### src/rtl/instruction_fetch_unit.sv
// Fetch stage: drives a request/response read of instruction memory
// at the current pc and latches the returned word into the IR.
// Ports:
//   clk, reset           clock, synchronous active-high reset
//   pc, fetch_start      fetch request from the control FSM
//   flush                abandon an in-flight fetch
//   mem_req, mem_addr    registered read request to memory
//   mem_ready            request accepted this cycle
//   mem_rvalid/rdata     read response
//   ir, ir_pc            instruction register and its address
//   fetch_done           one-cycle pulse when ir/ir_pc are new
//   busy, misaligned     status flags
//   fetch_count          completed fetches, wraps
module instruction_fetch_unit (
  input  logic        clk,
  input  logic        reset,
  input  logic [31:0] pc,
  input  logic        fetch_start,
  input  logic        flush,
  output logic        mem_req,
  output logic [31:0] mem_addr,
  input  logic        mem_ready,
  input  logic        mem_rvalid,
  input  logic [31:0] mem_rdata,
  output logic [31:0] ir,
  output logic [31:0] ir_pc,
  output logic        fetch_done,
  output logic        busy,
  output logic        misaligned,
  output logic [31:0] fetch_count
);

  typedef enum logic [1:0] {
    IDLE,
    REQ,
    WAIT,
    DRAIN
  } state_t;

  state_t state;
  state_t state_d;
  logic   accept;
  logic   aligned;
  logic   complete;

  // Flush blocks a start in IDLE; a flushed read is never retired.
  assign accept   = (state == IDLE) && fetch_start && !flush;
  assign aligned  = (pc[1:0] == 2'b00);
  assign complete = (state == WAIT) && mem_rvalid && !flush;

  always_comb begin
    state_d = state;
    unique case (state)
      IDLE: begin
        if (accept && aligned)
          state_d = REQ;
      end
      REQ: begin
        // A handshake in the flush cycle leaves a response
        // outstanding, which DRAIN absorbs.
        if (flush)
          state_d = mem_ready ? DRAIN : IDLE;
        else if (mem_ready)
          state_d = WAIT;
      end
      WAIT: begin
        if (mem_rvalid)
          state_d = IDLE;
        else if (flush)
          state_d = DRAIN;
      end
      DRAIN: begin
        if (mem_rvalid)
          state_d = IDLE;
      end
      default: state_d = IDLE;
    endcase
  end

  always_ff @(posedge clk) begin
    if (reset) begin
      state       <= IDLE;
      mem_req     <= 1'b0;
      mem_addr    <= 32'h0;
      ir          <= 32'h0000_0013;
      ir_pc       <= 32'h0;
      fetch_done  <= 1'b0;
      busy        <= 1'b0;
      misaligned  <= 1'b0;
      fetch_count <= 32'h0;
    end else begin
      state      <= state_d;
      mem_req    <= (state_d == REQ);
      busy       <= (state_d != IDLE);
      fetch_done <= complete;
      if (accept) begin
        misaligned <= !aligned;
        if (aligned)
          mem_addr <= pc;
      end
      if (complete) begin
        ir          <= mem_rdata;
        ir_pc       <= mem_addr;
        fetch_count <= fetch_count + 32'h1;
      end
    end
  end

endmodule

### config.mk
export PLATFORM = sky130hd
export DESIGN_NAME = instruction_fetch_unit
export DESIGN_NICKNAME = d
export VERILOG_FILES = /design/src/rtl/instruction_fetch_unit.sv
export SDC_FILE = /design/constraint.sdc
export NUM_CORES = 1
export LEC_CHECK = 0
export ABC_AREA = 0
export CORE_UTILIZATION = 47
export DETAILED_ROUTE_END_ITERATION = 8
export PLACE_DENSITY = 0.86
export SLEW_MARGIN = 10
export SYNTH_ARGS = -nofsm -noshare
export SYNTH_HDL_FRONTEND = slang
export SYNTH_SLANG_ARGS = --single-unit
export TNS_END_PERCENT = 30
### constraint.sdc
create_clock -name clk -period 4.14 [get_ports clk]
set_input_delay 0.621 -clock clk [delete_from_list [all_inputs] [get_ports clk]]
set_output_delay 0.621 -clock clk [all_outputs]
set_load 0.03 [all_outputs]
# After elaboration in Yosys (flattened, before gate mapping)
# Index checks and enable logic that the tools add are counted.
# Widths: inputs -> output; s select.
# totals
out_inout_bits,132
in_bits,70
reg_bits,134
wordCells,33
# classes
addsub,1
eq_ne,4
reduce_logical,11
muxes,8
# op_table
cell,n
$add 32x1->32 const B,1
$mux 2,7
$pmux 2 s4,1
$logic_and 1x1->1,5
$eq 2x1->1 const B,2
$eq 2x2->1 const B,2
$logic_not 2->1,2
$logic_not 1->1,2
$reduce_and 2->1,1
$reduce_bool 2->1,1

# Logic depth before layout (Yosys ltp)
# logic_depth
ltp_word,7
depth_mapped,6
depth_no_buf,5

# Least setup slack after synthesis
# No wires, ideal clock.
# synth_timing
path_type,reg2reg
startpoint,reg fetch_count[8]
endpoint,reg fetch_count[28]
slack_ps,2087
n_path_buf,1
setup_ps,70
required_ps,4070
period_less_slack_ps,2053
arrival_ps,1983
stages_incl_launch_ff,6
path_cell_list,dfxtp_1 nand4_2 or4_4 buf_6 or4_1 a21oi_1
# synth_between
elab_chain_cells,1
# synth_rtl
element,line,rtl
"start, declared",30,output logic [31:0] fetch_count
"start signal, assigned",104,fetch_count <= fetch_count + 32'h1;
$add 32x1->32,104,
# No other way between the ends.
# A chain may end at the register's enable or synchronous reset.

# Worst setup path in the final report
# layout_timing
startpoint,in mem_rvalid
endpoint,reg fetch_count[31]
# layout_between
elab_chain_cells,2
# layout_rtl
element,line,rtl
"start, declared",23,"input logic mem_rvalid,"
$logic_and 1x1->1 (2 in series),49,assign complete = (state == WAIT) && mem_rvalid && !flush;
# No other way between the ends.

==> results.py <==
metrics = {
    "status": {
        "status": "finished, final reports clean",
    },
    "routing": {
        "drt-initial-drc-count": 211,
        "drt_wl_total_mm": 14.5,
        "ant_nets": 0,
        "route.detailed.drc": 0,
        "dr.pass1.iters": 4,
        "wl_per_cell_um": 15.3,
        "avgViaCountPerCell": 5.31,
        "vias": 5049,
    },
    "synth": {
        "yosys_warnings": 0,
        "synth_fp_nets": 691,
        "ys_ff_latch": 134,
        "yosys.area_share.simple_pct": 26.0,
        "synth_top_area_share_pct": 53.2,
        "synthMuxAreaShare_pct": 0.199,
        "yosysTopAreaCell": "dfxtp_1",
        "syn_area_um2": 5040,
        "synth_cell_type_count": 39,
        "synthXorXnorAreaFrac_pct": 1.74,
        "synthCells": 620,
        "postSynthAreaPerCell_um2": 8.13,
        "seq_area_frac_synth_pct": 53.2,
        "synth_compound_area_share_pct": 14.7,
        "synth.area.top_cells": "dfxtp_1, nand2_1, a21oi_1",
        "yosys.area_share.adder_pct": 0.248,
        "synth_top_family_by_area": "simple AND/OR/NAND/NOR gates",
    },
    "worst_setup_path": {
        "worst_r2r_endpoint": "fetch_count[31]$_SDFFE_PP0P_",
        "critPathLaunchType": "input pin",
        "criticalPathCategory": "in2reg",
        "r2r_slack_ns": 1.80,
        "timing.rr.start": "state[1]$_SDFF_PP0_",
        "cp_max_fo": 22,
        "cp-end-kind": "register",
        "reg2reg_depth": 4,
        "endpoint": "fetch_count[31]$_SDFFE_PP0P_",
        "crit_required_ns": 4.58,
        "crit_path_start": "mem_rvalid",
        "arrival_ns": 2.98,
    },
    "floorplanning": {
        "die_area_um2": 11100,
        "io_pins": 202,
        "dieWidth_um": 106,
        "die_y_um": 106,
        "core_area_um2": 10400,
        "start_util_pct": 48.6,
        "rows": 37,
    },
    "sta": {
        "fin_crit_ns": 2.54,
        "final-setup-viol-count": 0,
        "rsz0062_at_grt": "false",
        "fin_crit_sh_pct": 61.5,
        "hold_ws_ns": 0.452,
        "slew_headroom_pct": 38.1,
        "hold_viol_final": 0,
        "final.setup.worst_slack_ns": 1.60,
        "clock.fmax_mhz": 393,
        "worst_pin_slew_ns": 0.929,
        "fin_skew_ns": 0.00640,
        "drv_slew": 0,
        "fin_tns_setup_ns": 0,
    },
    "placed_design": {
        "dpl.hpwl_mm": 9.80,
        "gp_congestion": 0.809,
        "port_buffers": 201,
        "dp_cells": 919,
        "pre_cts_slack_ns": 1.09,
    },
    "grt": {
        "grt_pass1_wl_mm": 23.0,
        "overflow": 0,
        "track_usage_pct": 26.1,
        "first_global_vias": 4891,
        "antenna_found_initial": 0,
        "grt_max_degree": 95,
    },
    "power": {
        "leakagePower_uw": 0.00256,
        "ir_worst_vdd_uv": 249,
        "p_int_uw": 2330,
        "clock_power_share_pct": 50.7,
        "comb_power_share_pct": 5.1,
        "p_per_area_nw_per_um2": 384,
        "p_sw_share_pct": 21.2,
        "seq_power_share_pct": 44.2,
        "p_switching_uw": 626,
    },
    "clock_tree": {
        "cts_setup_buffers": 0,
        "cts_tree": "yes",
        "holdBufCountCts": 0,
        "worstSkewPairLatency_ns": 0.52,
        "cts_resized": 0,
        "cts_root_buffer": "clkbuf_8",
        "cts-htree-levels": 4,
        "clk_pin_slew_ns": 0.06,
        "cts.sinks": 134,
        "cts_buffers": 17,
        "clockBufferDepth": 2,
    },
    "finish": {
        "n_fill_cell": 729,
        "final_util_pct": 74.2,
        "nets": 873,
        "post_layout_nonfiller_instances": 951,
        "area_delta_synth_final_pct": 52.7,
        "drive_gt1_share_pct": 5.40,
        "diodes": 0,
    },
    "worst_hold_path": {
        "hold_class": "reg2reg",
    },
    "flow_run": {
        "drv_cap": 0,
    },
}
## logic make-up (layout without fill, tap and decap cells)
kind of cell | Yosys count | in the layout
simple gates | 286 | 286
fa+ha+maj | 1 | 1
compound gates | 139 | 139
buf+inv | 49 | 244
flops | 134 | 134
xor+xnor | 10 | 10
mux | 1 | 1
## metrics by stage
stage	instance area (um^2)	power (uW)
global route	7700	3050
floorplan	5040	1390
detailed placement	7100	1480
global placement	7100	1480
finish	7700	2950
CTS	7700	2970
## worst max-delay path, cell delays in order
cell and delay [ns]:
clkdlybuf4s50_1 0.57, and4bb_2 0.61, nand3_1 0.44, or4_1 0.59
a21oi_1 0.14
## sequential cells by signal, indices dropped and copies added (netlist names)
| name | count |
|---|---|
| ir | 32 |
| fetch_done | 1 |
| mem_req | 1 |
| misaligned | 1 |
| mem_addr | 32 |
| state | 2 |
| fetch_count | 32 |
| ir_pc | 32 |
| busy | 1 |
## cells in the mapped netlist
library cell,count
a211o_1,1
a21oi_1,114
a221oi_1,1
and2_1,1
and3_1,4
and4_1,4
and4_2,1
and4bb_1,1
buf_1,3
buf_2,4
buf_6,1
clkbuf_1,35
dfxtp_1,134
ha_1,1
inv_1,6
mux2i_1,1
nand2_1,204
nand2b_1,1
nand3_1,12
nand3b_1,3
nand4_1,8
nand4_2,1
nand4_4,1
nand4b_1,1
nand4bb_1,1
nor2_1,14
nor3_1,1
nor3b_1,2
nor4_1,3
nor4b_1,1
o21ai_0,7
o21bai_1,1
o31ai_1,15
or3_1,6
or3_2,1
or4_1,14
or4_4,1
xnor2_1,6
xor2_1,4
## metal layers
| layer | part of all wire, % | track usage (%) |
|---|---|---|
| met4 | 2.2 | 10.7 |
| met5 | 0 | 0 |
| met3 | 9.0 | 9.83 |
| met2 | 50 | 45.0 |
| met1 | 39 | 28.8 |
## power by group through the flow
stage / Combinational [uW] / Sequential (uW) / Clock [uW]
2_1_floorplan: 37.6 / 1350 / 0
3_3_place_gp: 146 / 1330 / 0
3_5_place_dp: 148 / 1330 / 0
4_1_cts: 149 / 1310 / 1520
5_1_grt: 159 / 1310 / 1580
6_report: 150 / 1310 / 1500
## area by class of cell
type,count,area (um^2),area share [%]
clock buffer,20,445,5.79
clock inverter,12,153,1.98
tap,136,170,2.21
inverter,6,22.5,0.293
multi-input combinational,437,2180,28.3
timing repair buffer,206,2050,26.6
sequential,134,2680,34.8
## worst min path at each step
| stage | depth (start not counted) | slack [ns] | end | start |
|---|---|---|---|---|
| after floorplan | 3 | 0.55 | mem_req$_SDFF_PP0_ | state[0]$_SDFF_PP0_ |
| after global placement | 2 | 0.44 | ir_pc[17]$_SDFFE_PP0P_ | ir_pc[17]$_SDFFE_PP0P_ |
| after detailed placement | 2 | 0.45 | ir[19]$_SDFFE_PP0P_ | ir[19]$_SDFFE_PP0P_ |
| after CTS | 2 | 0.45 | ir[19]$_SDFFE_PP0P_ | ir[19]$_SDFFE_PP0P_ |
| after global routing | 2 | 0.48 | ir_pc[17]$_SDFFE_PP0P_ | ir_pc[17]$_SDFFE_PP0P_ |
| final | 2 | 0.45 | ir[6]$_SDFFE_PP0P_ | ir[6]$_SDFFE_PP0P_ |
## placed cells by master (no fill, tap or decap), types with 7 or more instances in the layout
cell	netlist	final
nand2_1	204	204
clkdlybuf4s50_1	0	200
dfxtp_1	134	134
a21oi_1	114	114
clkbuf_16	0	16
o31ai_1	15	15
nor2_1	14	14
or4_1	14	14
nand3_1	12	12
nand4_1	8	8
o21ai_0	7	7
Note: power is estimated with default switching activity, not from simulation.
